--- src/rtl/multicycle_sequencer.sv ---
// Multi-cycle FETCH/DECODE/EXEC/MEM/WB control sequencer with phase-gated commit strobes,
// data-memory wait timeout and a retired-instruction counter.
module multicycle_sequencer #(
    parameter int                OPW       = 5,
    parameter logic [OPW-1:0]    OP_STORE  = 5'b00000,
    parameter logic [OPW-1:0]    OP_LOAD   = 5'b00010,
    parameter logic [OPW-1:0]    OP_BRANCH = 5'b00011,
    parameter logic [OPW-1:0]    OP_HALT   = 5'b11111,
    parameter int                CNTW      = 16,
    parameter int                MEM_TO    = 15
) (
    input  logic            clk,
    input  logic            reset_n,
    input  logic            start,
    input  logic [OPW-1:0]  opcode,
    input  logic            branch_taken,
    input  logic            mem_ready,
    output logic            pc_rst,
    output logic            ir_load,
    output logic            pc_inc,
    output logic            pc_load,
    output logic            reg_we,
    output logic            dmem_req,
    output logic            dmem_we,
    output logic            done,
    output logic            err,
    output logic [2:0]      state,
    output logic [CNTW-1:0] instr_count
);

    // state  | meaning
    // IDLE   | after reset, waiting for start
    // FETCH  | load IR from instruction memory
    // DECODE | route by opcode class
    // EXEC   | ALU / branch resolution (branch commits here)
    // MEM    | data-memory access, waits for mem_ready (store commits here)
    // WB     | register write-back and PC increment
    // DONE   | halted, done held
    // ERROR  | memory timeout, done and err held
    typedef enum logic [2:0] {
        S_IDLE   = 3'd0,
        S_FETCH  = 3'd1,
        S_DECODE = 3'd2,
        S_EXEC   = 3'd3,
        S_MEM    = 3'd4,
        S_WB     = 3'd5,
        S_DONE   = 3'd6,
        S_ERROR  = 3'd7
    } state_t;

    localparam int WW = (MEM_TO < 2) ? 1 : $clog2(MEM_TO + 1);

    state_t          state_q, state_d;
    logic [WW-1:0]   wait_q, wait_d;
    logic [CNTW-1:0] count_q;
    logic            done_q, err_q;
    logic            restart;
    logic            is_mem_op;

    assign is_mem_op = (opcode == OP_LOAD) || (opcode == OP_STORE);

    always_comb begin
        state_d  = state_q;
        wait_d   = '0;
        restart  = 1'b0;
        pc_rst   = 1'b0;
        ir_load  = 1'b0;
        pc_inc   = 1'b0;
        pc_load  = 1'b0;
        reg_we   = 1'b0;
        dmem_req = 1'b0;
        dmem_we  = 1'b0;
        case (state_q)
            S_IDLE, S_DONE, S_ERROR: begin
                if (start) begin
                    pc_rst  = 1'b1;
                    restart = 1'b1;
                    state_d = S_FETCH;
                end
            end
            S_FETCH: begin
                ir_load = 1'b1;
                state_d = S_DECODE;
            end
            S_DECODE: begin
                if (opcode == OP_HALT)
                    state_d = S_DONE;
                else if (is_mem_op)
                    state_d = S_MEM;
                else
                    state_d = S_EXEC;
            end
            S_EXEC: begin
                if (opcode == OP_BRANCH) begin
                    pc_load = branch_taken;
                    pc_inc  = ~branch_taken;
                    state_d = S_FETCH;
                end else begin
                    state_d = S_WB;
                end
            end
            S_MEM: begin
                dmem_req = 1'b1;
                // a late ready still wins over the timeout in the final wait cycle
                if (mem_ready) begin
                    if (opcode == OP_STORE) begin
                        dmem_we = 1'b1;
                        pc_inc  = 1'b1;
                        state_d = S_FETCH;
                    end else begin
                        state_d = S_WB;
                    end
                end else if (wait_q == WW'(MEM_TO - 1)) begin
                    state_d = S_ERROR;
                end else begin
                    wait_d = wait_q + 1'b1;
                end
            end
            S_WB: begin
                reg_we  = 1'b1;
                pc_inc  = 1'b1;
                state_d = S_FETCH;
            end
            default: state_d = S_IDLE;
        endcase
    end

    always_ff @(posedge clk or negedge reset_n) begin
        if (!reset_n) begin
            state_q <= S_IDLE;
            wait_q  <= '0;
            count_q <= '0;
            done_q  <= 1'b0;
            err_q   <= 1'b0;
        end else begin
            state_q <= state_d;
            wait_q  <= wait_d;
            done_q  <= (state_d == S_DONE) || (state_d == S_ERROR);
            err_q   <= (state_d == S_ERROR);
            if (restart)
                count_q <= '0;
            else if (pc_inc || pc_load)
                count_q <= count_q + 1'b1;
        end
    end

    assign state       = state_q;
    assign done        = done_q;
    assign err         = err_q;
    assign instr_count = count_q;

endmodule
--- config.mk ---
export PLATFORM = sky130hd
export DESIGN_NAME = multicycle_sequencer
export DESIGN_NICKNAME = d
export VERILOG_FILES = /design/src/rtl/multicycle_sequencer.sv
export SDC_FILE = /design/constraint.sdc
export NUM_CORES = 1
export LEC_CHECK = 0
export CORE_UTILIZATION = 30
export DETAILED_ROUTE_END_ITERATION = 12
export SETUP_SLACK_MARGIN = 0.5
export SLEW_MARGIN = 5
export SYNTH_ARGS = -nofsm -noshare
export SYNTH_HDL_FRONTEND = slang
export SYNTH_SLANG_ARGS = --single-unit
--- constraint.sdc ---
create_clock -name clk -period 1.7 [get_ports clk]
set_input_delay 0.255 -clock clk [delete_from_list [all_inputs] [get_ports clk]]
set_output_delay 0.255 -clock clk [all_outputs]
set_load 0.005 [all_outputs]
==> out/metrics.yaml <==
status:
  status: "finished, violations left"
  failed_checks: "negative setup slack"
sta:
  setup_tns_ps: -48.94
  slew_headroom: 0.7459
  worst_pin_slew_ps: 381.2
  slew_violations: 0
  finalCritPeriodShare: 1.017
  fin_skew_ps: 5.796
  rsz0062_at_grt: "yes"
  clock.fmax_mhz: 578.6
  final-setup-viol-count: 3
  hold_viol: 0
  postLayoutSetupSlackWorst_ps: -28.43
  period_needed_ps: 1728
worst_setup_path:
  critPathMaxFanout: 6
  cp-startpoint: "state[2]"
  crit_arrival_ps: 1900
  cp-end-kind: "register"
  required_ps: 1870
  cp-start-kind: "register"
  worstReg2RegStart: "state[2]"
  critPathKind: "reg -> reg"
drt:
  drt_wl_total_um: 4584
  wire_per_inst_um: 14.33
  vias_per_cell: 4.850
  via_count: 1552
  drcViolationCount: 0
  drt-initial-drc-count: 68
  drt-pass1-iter-count: 4
  final_antenna_net_count: 0
power_and_ir_drop:
  p_leak_nw: 1.350
  irDropWorstVdd_uv: 780.6
  powerDensity_mw_per_mm2: 1111
floorplan:
  core_area_mm2: 0.004723
  initial_utilization: 0.3123
  rows: 25
  ioPinCount: 38
  fp.dieH_um: 72.12
  die_x_um: 72.12
  dieArea_mm2: 0.005201
cells_and_area:
  syn2layout_area_growth_pct: 87.19
  fin_cells: 320
  final_cell_mix: "buf_4 (55), dfrtp_1 (23), buf_6 (23)"
  nets: 267
  drive_gt1_frac: 0.5494
  layout_commonest_cell: "buf_4"
  final_cell_area_mm2: 0.002761
  fillers: 398
  diodes: 0
yosys:
  yosysWarningCount: 0
  synth_cell_types: 46
  ys_seq_area_frac: 0.4241
  syn_area_mm2: 0.001475
  syn_area_per_cell_um2: 10.39
  synth-seq-cells: 25
  syn_inst: 142
  synth-edff-count: 0
  syn-num-nets: 155
  synthFlopType: "dfrtp_1"
  async_flop_share: 1.000
clock_tree:
  clkSinkCount: 25
  numCtsBuffers: 3
  clk_latency_ps: 270
  htree_num_levels: 1
  cts_tree: "yes"
  cts_root_buffer: "clkbuf_8"
  cts_buffer_depth: 2
  clk_pin_slew_ps: 90
global_routing:
  grt_max_degree: 26
  grt_antenna_before_repair: 0
  grt_use_total: 0.1761
  first_global_vias: 1574
  grt_pass1_wl_um: 7148
  overflow: 0
job:
  maxCapViolCount: 0
place:
  placedInstanceArea_mm2: 0.002117
  port_buffers: 37
  post-place-cells: 265
  dp_hpwl_um: 2711
  pre_cts_ws_ps: -598.4
  gp_congestion: 0.7585
min_path:
  hold_class: "in -> async"
## sequential cells by signal, summed over array words and instances (netlist names)
name	cells
done	1
err	1
instr_count	16
state	3
wait_q	4
## critical path: stages (launching register included)
cell and delay, ps:
dfrtp_2 450, buf_4 140, buf_6 110, buf_8 120, nor3b_4 140, buf_4 130
a221o_1 350, and3_1 190
## metrics by stage
step           hold WS, ps  total power [mW]  utilization
6_report             334.6             3.069       0.5846
5_1_grt              351.4             3.237       0.5846
3_3_place_gp         458.6             1.889       0.4482
4_1_cts              346.4             2.782       0.5502
2_1_floorplan       -40.59             1.390            -
3_5_place_dp         494.4             1.910       0.4482
## synthesized netlist by cell type, types with 3 or more instances
master   instances  area (µm²)
nor2_1           7       26.28
and3_1           3       18.77
mux2i_1         11       110.1
nand3_1          6       30.03
nand2_1         23       86.33
inv_1            3       11.26
o21ai_0          4       20.02
nor2b_1          3       18.77
nor4b_2          3       45.04
dfrtp_1         25       625.6
o31ai_1          3       22.52
ha_1             3       37.54
a21oi_1          3       15.01
nor3_1           5       25.02
## metal layers
metal	global-route usage	vias to the layer above	routed length (µm)
met5	0	-	0
met4	0.03922	0	44
met3	0.02222	8	171
li1	-	741	-
met2	0.3499	39	2579
met1	0.1970	764	1788
## kinds of logic (layout without fill, tap and decap cells)
logic type	count (synthesis)	count (layout)	share of synthesized area
and+or+nand+nor	71	72	0.3028
DFF	25	25	0.4241
AOI/OAI and AO/OA	21	21	0.1196
muxes	11	11	0.07464
buffers and inverters	9	119	0.04155
adders and majority gates	3	3	0.02545
xor gates and xnor gates	2	2	0.01188
## path summary, 6_finish.rpt
path                             endpoint  slack [ps]  depth (start not counted)
max                                   err         -30                          7
min                        instr_count[7]         330                          2
max reg2reg                           err         -30                          7
min reg2reg                instr_count[6]         550                          1
max in group asynchronous        state[2]        1100                          2
min in group clk           instr_count[6]         550                          1
## power by group
group / total, mW / switching [mW] / internal (mW)
Sequential: 0.760 / 0.0805 / 0.680
Clock: 0.368 / 0.202 / 0.166
Combinational: 1.94 / 0.823 / 1.12
## timing repair
item / in CTS / in global routing
setup buffers: 36 / 14
pin swaps: 18 / 10
hold buffers: 0 / 0
cloned: 1 / 0
gates resized for setup: 123 / 38
setup endpoints to repair: 53 / 49
## area by class of cell
type	instances	area [µm²]	area share
sequential	25	628.1	0.2275
inverter	3	11.26	0.004078
clock buffer	3	41.29	0.01495
multi-input combinational	109	1023	0.3706
timing repair buffer	112	965.9	0.3498
tap	67	83.83	0.03036
clock inverter	1	7.507	0.002719
No activity file was read; power rests on OpenSTA's default activity.
